### config.mk
export PLATFORM = sky130hd
export DESIGN_NAME = sdram_frame_reader
export DESIGN_NICKNAME = d
export VERILOG_FILES = /design/src/rtl/sdram_frame_reader.sv
export SDC_FILE = /design/constraint.sdc
export NUM_CORES = 1
export LEC_CHECK = 0
export BUFFER_PORTS_ARGS = -buffer_cell sky130_fd_sc_hd__buf_4
export CAP_MARGIN = 20
export CORE_MARGIN = 2
export CORE_UTILIZATION = 35
export DETAILED_ROUTE_END_ITERATION = 16
export GPL_ROUTABILITY_DRIVEN = 0
export PLACE_DENSITY = 0.55
export SYNTH_ARGS = -nofsm -noshare
export SYNTH_HDL_FRONTEND = slang
export SYNTH_SLANG_ARGS = --single-unit
### constraint.sdc
create_clock -name clk -period 6.1 [get_ports clk]
set_input_delay 0.305 -clock clk [delete_from_list [all_inputs] [get_ports clk]]
set_output_delay 0.305 -clock clk [all_outputs]
set_load 0.1 [all_outputs]
### src/rtl/sdram_frame_reader.sv
// Reads a frame of packed RGB words from SDRAM and hands each word to the serial transmitter as three bytes: R, G, B.
// Optional feature macro READER_HEADER_EN: each frame is prefixed with the sync bytes 0xA5, 0x5A.
module sdram_frame_reader #(
  parameter logic [22:0] BASE_ADDR = 23'd0,
  parameter logic [22:0] NUM_WORDS = 23'd76800
) (
  input  logic        clk,
  input  logic        rst_n,
  input  logic        start,
  output logic        active,
  output logic        done,
  output logic [22:0] addr,
  output logic        rw,
  output logic        in_valid,
  input  logic        busy,
  input  logic [31:0] data_out,
  input  logic        out_valid,
  output logic [7:0]  tx_data,
  output logic        new_tx_data,
  input  logic        tx_busy
);

  typedef enum logic [3:0] {
    S_IDLE,
`ifdef READER_HEADER_EN
    S_HDR0,
    S_HDR1,
`endif
    S_REQ,
    S_WAIT,
    S_SEND_R,
    S_SEND_G,
    S_SEND_B,
    S_FIN
  } state_e;

  state_e      state_q;
  state_e      after_send_d;
  logic [22:0] addr_q;
  logic [22:0] count_q;
  logic [23:0] pix_q;
  logic        gap_q;
  logic        active_q;
  logic        done_q;
  logic        in_valid_q;
  logic [7:0]  tx_data_q;
  logic        new_tx_q;
  logic [7:0]  send_byte_d;
  logic        last_word;
  logic        unused_hi;

  // The top byte of each SDRAM word carries no pixel data.
  assign unused_hi = ^data_out[31:24];
  assign last_word = (count_q + 23'd1) == NUM_WORDS;

  // NOTE: every variable gets a default before the case so no latch is inferred.
  always_comb begin
    send_byte_d  = pix_q[7:0];
    after_send_d = S_SEND_B;
    case (state_q)
`ifdef READER_HEADER_EN
      S_HDR0: begin
        send_byte_d  = 8'hA5;
        after_send_d = S_HDR1;
      end
      S_HDR1: begin
        send_byte_d  = 8'h5A;
        after_send_d = S_REQ;
      end
`endif
      S_SEND_R: begin
        send_byte_d  = pix_q[23:16];
        after_send_d = S_SEND_G;
      end
      S_SEND_G: send_byte_d = pix_q[15:8];
      default: ;
    endcase
  end

  // NOTE: state is updated with non-blocking assignments so every branch reads pre-edge values.
  always_ff @(posedge clk or negedge rst_n) begin
    if (!rst_n) begin
      state_q    <= S_IDLE;
      addr_q     <= '0;
      count_q    <= '0;
      pix_q      <= '0;
      gap_q      <= 1'b0;
      active_q   <= 1'b0;
      done_q     <= 1'b0;
      in_valid_q <= 1'b0;
      tx_data_q  <= '0;
      new_tx_q   <= 1'b0;
    end else begin
      new_tx_q <= 1'b0;
      done_q   <= 1'b0;
      case (state_q)
        S_IDLE: begin
          if (start) begin
            addr_q   <= BASE_ADDR;
            count_q  <= '0;
            gap_q    <= 1'b0;
            active_q <= 1'b1;
`ifdef READER_HEADER_EN
            state_q  <= S_HDR0;
`else
            state_q    <= S_REQ;
            in_valid_q <= 1'b1;
`endif
          end
        end
        S_REQ: begin
          if (in_valid_q && !busy) begin
            in_valid_q <= 1'b0;
            state_q    <= S_WAIT;
          end
        end
        S_WAIT: begin
          if (out_valid) begin
            pix_q   <= data_out[23:0];
            state_q <= S_SEND_R;
          end
        end
        // The cycle after each strobe is a forced gap; tx_busy is not looked at then.
`ifdef READER_HEADER_EN
        S_HDR0, S_HDR1,
`endif
        S_SEND_R, S_SEND_G: begin
          if (gap_q) begin
            gap_q      <= 1'b0;
            state_q    <= after_send_d;
            in_valid_q <= (after_send_d == S_REQ);
          end else if (!tx_busy) begin
            tx_data_q <= send_byte_d;
            new_tx_q  <= 1'b1;
            gap_q     <= 1'b1;
          end
        end
        S_SEND_B: begin
          if (gap_q) begin
            gap_q   <= 1'b0;
            count_q <= count_q + 23'd1;
            addr_q  <= addr_q + 23'd1;
            if (last_word) begin
              state_q <= S_FIN;
            end else begin
              state_q    <= S_REQ;
              in_valid_q <= 1'b1;
            end
          end else if (!tx_busy) begin
            tx_data_q <= send_byte_d;
            new_tx_q  <= 1'b1;
            gap_q     <= 1'b1;
          end
        end
        S_FIN: begin
          done_q   <= 1'b1;
          active_q <= 1'b0;
          state_q  <= S_IDLE;
        end
        default: state_q <= S_IDLE;
      endcase
    end
  end

  assign active      = active_q;
  assign done        = done_q;
  assign addr        = addr_q;
  assign rw          = 1'b0;
  assign in_valid    = in_valid_q;
  assign tx_data     = tx_data_q;
  assign new_tx_data = new_tx_q;

endmodule
# [Yosys cells after proc, flatten, opt, wreduce, memory -nomap -nowiden]
# Index checks and enable logic that the tools add are counted.
# W data, S select, Z words.
[totals] reg_bits=87 out_inout_bits=36 input_bits=38 wordCells=71
[classes] eq_ne=14 mux=27 n_reduce_logical=16 bitwise_logic=2 n_addsub=2
[op_table] cell="$pmux W23 S2" count=2
[op_table] cell="$mux W23" count=3
[op_table] cell="$add A23 B1 Y23 const B" count=2
[op_table] cell="$eq A23 B17 Y1 const B" count=1
[op_table] cell="$mux W4" count=5
[op_table] cell="$pmux W4 S5" count=1
[op_table] cell="$pmux W8 S2" count=1
[op_table] cell="$eq A4 B3 Y1 const B" count=3
[op_table] cell="$ne A2 B2 Y1 const B" count=6
[op_table] cell="$mux W1" count=11
[op_table] cell="$eq A4 B2 Y1 const B" count=2
[op_table] cell="$reduce_and A2 Y1" count=3
[op_table] cell="$reduce_and A3 Y1" count=2
[op_table] cell="$reduce_and A6 Y1" count=1
[op_table] cell="$reduce_bool A2 Y1" count=3
[op_table] cell="$reduce_and A5 Y1" count=1
[op_table] cell="$eq A4 B1 Y1 const B" count=1
[op_table] cell="$logic_not A4 Y1" count=1
[op_table] cell="$pmux W1 S2" count=2
[op_table] cell="$pmux W1 S4" count=1
[op_table] cell="$reduce_bool A4 Y1" count=1
[op_table] cell="$eq A3 B1 Y1 const B" count=1
[op_table] cell="$mux W3" count=1
[op_table] cell="$reduce_or A3 Y1" count=1
[op_table] cell="other kinds (4)" count=5

# [Depth between registers and ports, before layout]
# Gate-level depths: netlist of the first run.
[logic_depth] word_depth=5 ltp_mapped=9 ltp_nobuf=7

# [Worst setup path after synthesis of the first run]
# No wires, ideal clock.
[synth_timing] kind="reg-to-reg" from="register addr_q[0], in the netlist addr[0]" to="register addr_q[16], in the netlist addr[16]" stages_incl_launch_ff=7 arrival_time_ns=2.334 path_slack_ns=3.688 period_less_slack_ns=2.412 required_time_ns=6.022 cell_sequence="dfrtp_1 -> ha_1 -> and2_1 -> o2111a_1 -> nand4_2 -> or3_1 -> a21oi_1"
[synth_via] elab_chain_len=3
[synth_lines] item="from (decl)" line_no="39" text="logic [22:0] addr_q;"
[synth_lines] item="from (signal assigned)" line_no="142" text="addr_q <= addr_q + 23'd1;"
[synth_lines] item="$add A23 B1 Y23" line_no="142"
[synth_lines] item="$mux W23" line_no="139" text="if (gap_q) begin"
[synth_lines] item="$pmux W23 S2" line_no="96" text="case (state_q)"
# Every way passes these cells. The select of a mux whose other input is x is not followed.
# A chain may end at the register's enable or synchronous reset.

# [Final worst setup path of the first run]
[layout_timing] from="register state_q[2]" to="register addr_q[7], in the netlist addr[7]"
[layout_via] elab_chain_len=3 word_cells_on_any_way=7
[layout_lines] item="from (decl)" line_no="37" text="state_e state_q;"
[layout_lines] item="from (signal assigned)" line_no="130" text="state_q <= after_send_d;"
[layout_lines] item="$eq A4 B3 Y1 / $logic_not A4 Y1 (equally long branches)" line_no="96"
[layout_lines] item="$ne A2 B2 Y1 (no line) / $reduce_bool A2 Y1 (equally long branches)"
[layout_lines] item="$reduce_and A3 Y1 (no line)"
# Several ways; a longest one is shown, not always the timed one.

==> results.json, run 1 <==
{
  "cts_tree": "built",
  "start_util_pct": 35.4,
  "vias_per_cell": 5.33,
  "regArea_sq_um": 2150,
  "drv_cap": 0,
  "cts_buffers": 9,
  "setup_viol": 0,
  "drtIter0Drc": 267,
  "swShare_pct": 42.5,
  "ant_nets": 0,
  "intPower_w": 0.00133,
  "fin_crit_ps": 3130,
  "grt_overflow": 0,
  "vias": 3808,
  "final.fill_count": 1282,
  "yosys.area.top_type": "dfrtp_1",
  "final_common_cell": "dfrtp_1",
  "cts_resized": 0,
  "grt.busiest_layer": "met2",
  "crit_start": "state_q[2]",
  "grtUsageMet3_pct": 3.21,
  "antenna_cells": 0,
  "core_sq_um": 13100,
  "min_from": "data_out[13]",
  "vdd_drop_max_v": 0.000184,
  "drive_above_1_share_pct": 22.6,
  "drv_slew": 0,
  "grt_pass1_vias": 3715,
  "drt-pass1-iter-count": 5,
  "tns_ps": 0,
  "async_flop_share_pct": 100,
  "clk_path_buf_depth": 2,
  "synth_area_sq_um": 4630,
  "grt_usage_pct": 16.3,
  "rsz0062_at_grt": "false",
  "yosys_warnings": 0,
  "cp_data_arrival_time_ps": 3390,
  "skew_ps": 9.66,
  "hp-class": "input pin to flip-flop",
  "pwr-share-comb_pct": 37.1,
  "grt_pass1_wl_microns": 18600,
  "syn_area_per_cell_sq_um": 9.52,
  "grtUsageMet1_pct": 22.5,
  "die_y_microns": 119,
  "slew_headroom_pct": 28.7,
  "wl_per_cell_microns": 15.2,
  "port_buffers": 64,
  "fp.dieW_microns": 119,
  "whs_ps": 188,
  "syn_nets": 526,
  "cts-root-buf": "clkbuf_16",
  "clkPwrFrac_pct": 24.0,
  "yosys-top-cells-area": "dfrtp_1 47%, o21ai_0 6.5%, mux2_2 6.3%, nand2_1 4.5%, a22oi_1 2.6%",
  "ios": 74,
  "cts_setup_buffers": 0,
  "ys_seq_elements": 86,
  "synth_edf_count": 0,
  "layout.nets": 574,
  "hpwlAfterDp_microns": 7340,
  "seqPwrFrac_pct": 39.0,
  "num_rows": 42,
  "final_cell_mix": "86 x dfrtp_1, 67 x buf_4, 60 x o21ai_0",
  "syn_inst": 486,
  "cts.clk_slew.worst_paths_ps": 70,
  "worst_slew_pin_slew_ps": 1070,
  "drt-total-wl_microns": 10900,
  "switchingPower_w": 0.000985,
  "yosysSeqAreaShare_pct": 46.5,
  "maxClockFrequency_mhz": 320,
  "crit_required_ps": 6360,
  "r2r_start": "state_q[2]",
  "finalCritPeriodShare_pct": 51.2,
  "ys_types": 62,
  "drc": 0,
  "end_kind": "flip-flop",
  "area_delta_synth_final_pct": 19.5,
  "dieArea_sq_um": 14200,
  "clock_latency_ps": 340,
  "antenna_found_initial": 0,
  "path_max_fanout": 28,
  "startpoint_type": "flip-flop",
  "p_per_area_nw_per_um2": 419,
  "crit_type": "flip-flop to flip-flop",
  "multi_input_area_sq_um": 2300,
  "cts.htree.levels": 3,
  "ys.flop_type": "dfrtp_1",
  "status": "completed",
  "finalHoldViolations": 0,
  "grtUsageMet2_pct": 24.5,
  "p_leak_nw": 2.41,
  "synth_top_area_share_pct": 46.5,
  "cts_sinks": 86,
  "grt_max_degree": 47
}
## layout make-up
| cell class | count | area share [%] |
|---|---|---|
| clock inverter | 6 | 1.24 |
| timing repair buffer | 68 | 9.28 |
| multi-input combinational | 358 | 41.7 |
| inverter | 11 | 0.747 |
| clock buffer | 10 | 4.14 |
| sequential | 86 | 38.9 |
| tap | 176 | 3.98 |
## state kept, by name (all words and copies together), names as in the netlist
name	count
active	1
addr	23
count_q	23
done	1
gap_q	1
in_valid	1
new_tx_data	1
pix_q	24
state_q	3
tx_data	8
## cells in the mapped netlist, drive strengths merged, types with 4 or more instances
library cell,count
nand2,56
xor2,9
and3,7
and2,5
nand3,23
and4,5
xnor2,11
a31oi,8
nor2,27
nor4,4
a22oi,16
dfrtp,86
a21oi,18
nor3,8
or3,13
buf,11
mux2,26
o22ai,10
o21ai,61
clkbuf,20
inv,10
nand4,11
## power by group through the flow
stage               logic [W]  clock network, W  registers (W)
global placement     0.000844                 0       0.000905
finish               0.000859          0.000555       0.000903
detailed placement   0.000858                 0       0.000913
global route         0.000934          0.000603       0.000928
floorplan            0.000468                 0        0.00108
CTS                  0.000860          0.000572       0.000903
## critical path: stages (launching register included)
cell and delay (ps):
dfrtp_1 760, nand2b_1 280, or2_1 630, nand2_1 510
nand4_1 320, or3_1 390, a21oi_1 150
## what timing repair did
item	CTS	global route
endpoints found under the hold margin	40	0
hold buffers	1	0
endpoints found under the setup margin	0	0
## cell families (layout without fill, tap and decap cells)
kind of cell               after synthesis  after routing  synth area share (%)
xor gates and xnor gates                20             20                  3.79
AOI/OAI and AO/OA                      140            140                  18.8
other                                    1              1                0.0810
adders and majority gates                2              2                 0.541
muxes                                   27             27                  6.54
buffers and inverters                   42             95                  3.89
DFF                                     86             86                  46.5
and+or+nand+nor                        168            168                  19.9
## metal layers
metal	part of all wire (%)	up-vias
li1	-	1875
met1	48	1824
met2	46	91
met3	4.3	18
met4	2.2	0
met5	0	-
## final timing paths
| check | endpoint | slack [ps] | depth (start not counted) |
|---|---|---|---|
| worst max register to register | addr[7] | 2970 | 6 |
| worst min register to register | tx_data[1] | 490 | 2 |
| worst min-delay path | pix_q[13] | 190 | 2 |
| min in group asynchronous | pix_q[7] | 490 | 2 |
| worst max-delay path | addr[7] | 2970 | 6 |
| max in group asynchronous | addr[5] | 4600 | 3 |
## per-stage QoR
step | utilization (%) | cells | setup WS, ps | total power [W] | instance area [sq um]
6_report | 42.2 | 715 | 2970 | 0.00232 | 5530
3_3_place_gp | 39.9 | 698 | 3000 | 0.00175 | 5220
5_1_grt | 42.2 | 715 | 2680 | 0.00247 | 5530
4_1_cts | 42.2 | 715 | 2940 | 0.00234 | 5530
3_5_place_dp | 39.9 | 698 | 2970 | 0.00177 | 5220
2_1_floorplan | - | 486 | 3690 | 0.00155 | 4630
Power figures use the tool's default switching activity.
==> run 2: changes to the inputs <==
--- a/config.mk
+++ b/config.mk
@@ -5,13 +5,14 @@
 export SDC_FILE = /design/constraint.sdc
 export NUM_CORES = 1
 export LEC_CHECK = 0
+export ABC_AREA = 1
 export BUFFER_PORTS_ARGS = -buffer_cell sky130_fd_sc_hd__buf_4
 export CAP_MARGIN = 20
 export CORE_MARGIN = 2
 export CORE_UTILIZATION = 35
 export DETAILED_ROUTE_END_ITERATION = 16
 export GPL_ROUTABILITY_DRIVEN = 0
-export PLACE_DENSITY = 0.55
+export PLACE_DENSITY = 0.57
 export SYNTH_ARGS = -nofsm -noshare
 export SYNTH_HDL_FRONTEND = slang
 export SYNTH_SLANG_ARGS = --single-unit
==> constraint.sdc (replaced) <==
create_clock -name clk -period 2.6 [get_ports clk]
set_input_delay 0.13 -clock clk [delete_from_list [all_inputs] [get_ports clk]]
set_output_delay 0.13 -clock clk [all_outputs]
set_load 0.1 [all_outputs]
==> run 2 against run 1 <==
Sequential power is 110% higher. Worst setup slack got worse by 2600 ps. Register-to-register slack lost 2600 ps. Largest cell class is now sequential cells. Largest power group is now combinational logic.
==> results.json, run 2 <==
{
  "grt_max_degree": 87,
  "final.fill_count": 1270,
  "hpwlAfterDp_microns": 7740,
  "r2r_start": "count_q[0]",
  "die_y_microns": 117,
  "regArea_sq_um": 2150,
  "power_w": 0.00519,
  "crit_required_ps": 2840,
  "crit_start": "count_q[0]",
  "wl_met2_microns": 5090,
  "synth_top_area_share_pct": 48.1,
  "dieArea_sq_um": 13700,
  "cts.clk_slew.worst_paths_ps": 70,
  "ys_types": 40,
  "timing.rr.end": "in_valid",
  "yosysMostFrequentCell": "nand2_1",
  "ant_nets": 0,
  "grt_pass1_wl_microns": 18100,
  "p_per_area_nw_per_um2": 930,
  "core_sq_um": 12600,
  "drt-pass1-iter-count": 5,
  "final_cell_mix": "155 x nand2_1, 86 x dfrtp_1, 72 x buf_4",
  "pwr-share-comb_pct": 37.5,
  "drc": 0,
  "postCtsHoldBufs": 6,
  "cp_data_arrival_time_ps": 2500,
  "wl_met1_microns": 5080,
  "cp.buffers_inverters": 0,
  "cts_tree": "built",
  "fin_crit_ps": 2260,
  "status": "completed",
  "async_flop_share_pct": 100,
  "drive_above_1_share_pct": 19.8,
  "ios": 74,
  "antenna_found_initial": 0,
  "vdd_drop_max_v": 0.000689,
  "cp_top_family": "simple AND/OR/NAND/NOR gates",
  "finalCritPeriodShare_pct": 86.9,
  "min_from": "data_out[6]",
  "startpoint_type": "flip-flop",
  "r2r_setup_slack_ps": 340,
  "regMostFlops": "pix_q",
  "final_common_cell": "nand2_1",
  "cts_buffers": 9,
  "swShare_pct": 41.9,
  "area_delta_synth_final_pct": 24.6,
  "cts.htree.levels": 3,
  "grt_pass1_vias": 3820,
  "hold_depth": 2,
  "wl_per_cell_microns": 13.3,
  "crit_path_cell_trace": "ha_1 > nand2_1 > nor2_2 > nand2_1 > nor2_1 > nand2_1 > nand2_1 > nand2_1 > nor2_1 > nand2_1 > nor2_1 > nand3_1 > nand3_1 > nand2_1",
  "multi_input_area_sq_um": 2050,
  "clk_path_buf_depth": 2,
  "crit_type": "flip-flop to flip-flop",
  "start_util_pct": 35.6,
  "synth_edf_count": 0,
  "ys_seq_elements": 86,
  "vias_per_cell": 4.87,
  "grt_overflow": 0,
  "clock_latency_ps": 350,
  "synth_area_sq_um": 4480,
  "reg2regPathDepth": 14,
  "fp.dieW_microns": 117,
  "wl_met3_microns": 478,
  "holdPathEnd": "pix_q[6]",
  "slowest_stage": "dfrtp_1",
  "end_kind": "flip-flop",
  "yosys-top-cells-count": "155 x nand2_1, 86 x dfrtp_1, 62 x nor2_1",
  "skew_ps": 10.5,
  "num_rows": 41,
  "yosys_warnings": 0,
  "grt_usage_pct": 16.9,
  "port_buffers": 64,
  "maxClockFrequency_mhz": 443,
  "p_leak_nw": 2.57,
  "drt-total-wl_microns": 10800,
  "syn_area_per_cell_sq_um": 8.04,
  "drv_slew": 0,
  "yosysSeqAreaShare_pct": 48.1,
  "tns_ps": 0,
  "layout.nets": 676,
  "clkPwrFrac_pct": 26.5,
  "cts_setup_buffers": 0,
  "cts_sinks": 86,
  "cts-root-buf": "clkbuf_16",
  "cts_resized": 0,
  "worst_path_most_repeated_cell": "nand2_1",
  "largest_register_ffs": 24,
  "path_max_fanout": 5,
  "top_layer": "met4",
  "slowest_delay_ps": 430,
  "drv_cap": 0,
  "setup_viol": 0,
  "yosys.area.top_type": "dfrtp_1",
  "finalHoldViolations": 0,
  "vias": 3962,
  "switchingPower_w": 0.00217,
  "seqPwrFrac_pct": 36.1,
  "yosys-top-cells-area": "dfrtp_1 48%, nand2_1 13%, mux2_2 5.5%, nor2_1 5.2%, inv_1 4.7%",
  "syn_inst": 557,
  "drtIter0Drc": 247,
  "syn_nets": 597,
  "rsz0062_at_grt": "false",
  "antenna_cells": 0,
  "intPower_w": 0.00301,
  "hp-class": "input pin to flip-flop",
  "ys.flop_type": "dfrtp_1"
}
run 2: cell families after synthesis:
logic type | Yosys count | share of synthesized area, %
AND/OR/NAND/NOR | 296 | 29.3
flip-flops | 86 | 48.1
AO/OA/AOI/OAI | 73 | 9.31
other | 1 | 0.0838
adder cells (fa/ha/maj) | 2 | 0.559
XOR/XNOR | 5 | 0.978
multiplexers | 22 | 5.54
buffers and inverters | 72 | 6.18
run 2: worst max-delay path by stage:
| stage | to | slack [ps] | cells past startpoint |
|---|---|---|---|
| 2_1_floorplan | addr[20] | 260 | 9 |
| 3_3_place_gp | in_valid | 460 | 14 |
| 3_5_place_dp | in_valid | 370 | 14 |
| 4_1_cts | in_valid | 350 | 14 |
| 5_1_grt | state_q[2] | 60 | 15 |
| 6_report | in_valid | 340 | 14 |
run 2: layer usage:
layer	track usage, %	vias up
li1	-	1995
met4	5.57	0
met3	3.91	13
met1	22.3	1871
met2	27.5	83
met5	0	-
run 2: final cells by class:
class | count | area share (%)
flip-flops and latches | 86 | 38.6
clock inverters | 7 | 1.55
clock buffers | 9 | 4.04
inverters | 61 | 4.11
repair buffers | 79 | 11.1
well taps | 172 | 3.86
multi-input cells | 399 | 36.7
run 2: power by group through the flow:
stage / Clock, W / Sequential, W / Combinational (W)
3_3_place_gp: 0 / 0.00188 / 0.00193
3_5_place_dp: 0 / 0.00189 / 0.00195
4_1_cts: 0.00140 / 0.00187 / 0.00197
5_1_grt: 0.00145 / 0.00191 / 0.00211
2_1_floorplan: 0 / 0.00250 / 0.000835
6_report: 0.00137 / 0.00187 / 0.00194
run 2: through the flow:
stage               utilization, %  setup WS (ps)  cell area (sq um)  std cells  hold slack, ps
detailed placement            41.4            367               5200        791             209
global placement              41.4            458               5200        791             209
floorplan                        -            262               4480        557            -166
CTS                           44.4            351               5580        813           0.341
global route                  44.4           62.2               5580        813            2.67
finish                        44.4            340               5580        813            10.9
==> run 3: changes to the inputs <==
--- a/config.mk
+++ b/config.mk
@@ -5,7 +5,6 @@
 export SDC_FILE = /design/constraint.sdc
 export NUM_CORES = 1
 export LEC_CHECK = 0
-export ABC_AREA = 1
 export BUFFER_PORTS_ARGS = -buffer_cell sky130_fd_sc_hd__buf_4
 export CAP_MARGIN = 20
 export CORE_MARGIN = 2
==> run 3 against run 2 <==
Count of clock-buffer cells in the layout grew 1. Via count shrank 2.4%. Clock power is essentially flat. Sequential share of layout area shrank 0.54 points. Non-clock buffer count grew 1. Final cell count shrank 11%.
==> results.json, run 3 (synthesized netlist as in run 1, its figures left out) <==
{
  "slowest_stage": "dfrtp_1",
  "holdPathEnd": "pix_q[9]",
  "num_rows": 42,
  "setup_viol": 0,
  "slew_headroom_pct": 50.3,
  "cts_sinks": 86,
  "drtIter0Drc": 272,
  "drc": 0,
  "final_common_cell": "dfrtp_1",
  "drv_slew": 0,
  "min_from": "data_out[9]",
  "top_layer": "met4",
  "cts_tree": "built",
  "layout.nets": 586,
  "grt_overflow": 0,
  "hp-class": "input pin to flip-flop",
  "crit_type": "flip-flop to flip-flop",
  "area_delta_synth_final_pct": 22.2,
  "grt_pass1_vias": 3617,
  "p_leak_nw": 2.49,
  "cts.clk_slew.worst_paths_ps": 60,
  "regArea_sq_um": 2150,
  "core_sq_um": 13100,
  "drv_cap": 0,
  "grt_max_degree": 45,
  "status": "completed",
  "dieArea_sq_um": 14200,
  "end_kind": "flip-flop",
  "finalHoldViolations": 0,
  "vdd_drop_max_v": 0.000514,
  "cp_data_arrival_time_ps": 2640,
  "r2r_start": "count_q[3]",
  "timing.rr.end": "state_q[0]",
  "hold_depth": 2,
  "drive_above_1_share_pct": 24.4,
  "cp_top_family": "simple AND/OR/NAND/NOR gates",
  "largest_register_ffs": 24,
  "slowest_delay_ps": 540,
  "port_buffers": 64,
  "final.fill_count": 1250,
  "regMostFlops": "pix_q",
  "clk_path_buf_depth": 2,
  "p_per_area_nw_per_um2": 991,
  "tns_ps": 0,
  "wl_per_cell_microns": 15.0,
  "reg2regPathDepth": 6,
  "wl_met2_microns": 5240,
  "cts.htree.levels": 3,
  "antenna_found_initial": 0,
  "grt_usage_pct": 16.0,
  "finalCritPeriodShare_pct": 92.9,
  "clock_latency_ps": 340,
  "skew_ps": 6.21,
  "vias": 3868,
  "fin_crit_ps": 2420,
  "cts_resized": 0,
  "ios": 74,
  "wl_met1_microns": 5100,
  "maxClockFrequency_mhz": 414,
  "wl_met3_microns": 436,
  "timing.final.ws_setup_ps": 184,
  "grt_pass1_wl_microns": 18400,
  "cts_buffers": 9,
  "path_max_fanout": 12,
  "die_y_microns": 119,
  "worst_slew_pin_slew_ps": 743,
  "dpl-instance-area_sq_um": 5320,
  "startpoint_type": "flip-flop",
  "rsz0062_at_grt": "false",
  "final_cell_mix": "86 x dfrtp_1, 78 x buf_4, 60 x o21ai_0",
  "start_util_pct": 35.4,
  "ant_nets": 0,
  "vias_per_cell": 5.33,
  "dp_slack_ps": 193,
  "crit_path_cell_trace": "nand4_4 > nor4_4 > nand3_2 > a221oi_2 > nand4_1 > o31a_1",
  "cts-root-buf": "clkbuf_16",
  "postLayoutCellArea_sq_um": 5650,
  "r2r_setup_slack_ps": 180,
  "drt-pass1-iter-count": 4,
  "crit_required_ps": 2820,
  "antenna_cells": 0,
  "fp.dieW_microns": 119,
  "drt-total-wl_microns": 10900,
  "cp.buffers_inverters": 0,
  "multi_input_area_sq_um": 2300,
  "hpwlAfterDp_microns": 7530
}
[run 3: worst register-to-register path, stage by stage, from the launching register on]
cell and delay, ps:
dfrtp_1 540, nand4_4 280, nor4_4 520, nand3_2 130
a221oi_2 250, nand4_1 250, o31a_1 340
[run 3: cell type report]
| class | instances | area share, % |
|---|---|---|
| multi-input combinational | 358 | 40.7 |
| sequential | 86 | 38.1 |
| timing repair buffer | 80 | 10.9 |
| clock buffer | 10 | 4.23 |
| tap | 176 | 3.89 |
| clock inverter | 5 | 1.46 |
| inverter | 11 | 0.730 |
[run 3: repair_timing]
action,4_1_cts,5_1_grt
hold buffers,1,0
hold endpoints to repair,42,0
setup buffers,0,0
setup endpoints to repair,0,0
[run 3: how the worst max path moves through the flow]
stage,start,to,depth (start not counted)
after global routing,count_q[3],state_q[0],6
final,count_q[3],state_q[0],6
after floorplan,addr[0],addr[16],6
after detailed placement,count_q[3],state_q[0],6
after CTS,count_q[3],state_q[0],6
after global placement,count_q[2],state_q[0],6
[run 3: routing by layer]
metal  GRT usage [%]  vias to the layer above
met5               0                        -
met4            5.80                        0
met3            3.74                       11
met2            24.9                       83
met1            21.9                     1881
li1                -                     1893
[run 3: where the power goes]
| group | leakage (nW) | internal [W] | switching [W] |
|---|---|---|---|
| clock network | 0.159 | 0.000866 | 0.000523 |
| registers | 1.13 | 0.00169 | 0.000344 |
| logic | 1.20 | 0.000762 | 0.00142 |
[run 3: stage by stage]
stage	hold slack (ps)	total power (W)	instances	util, %
floorplan	-166	0.00362	486	-
global route	2.65	0.00594	726	43.2
finish	19.8	0.00560	726	43.2
CTS	8.15	0.00566	726	43.2
detailed placement	190	0.00424	710	40.7
global placement	184	0.00420	710	40.7
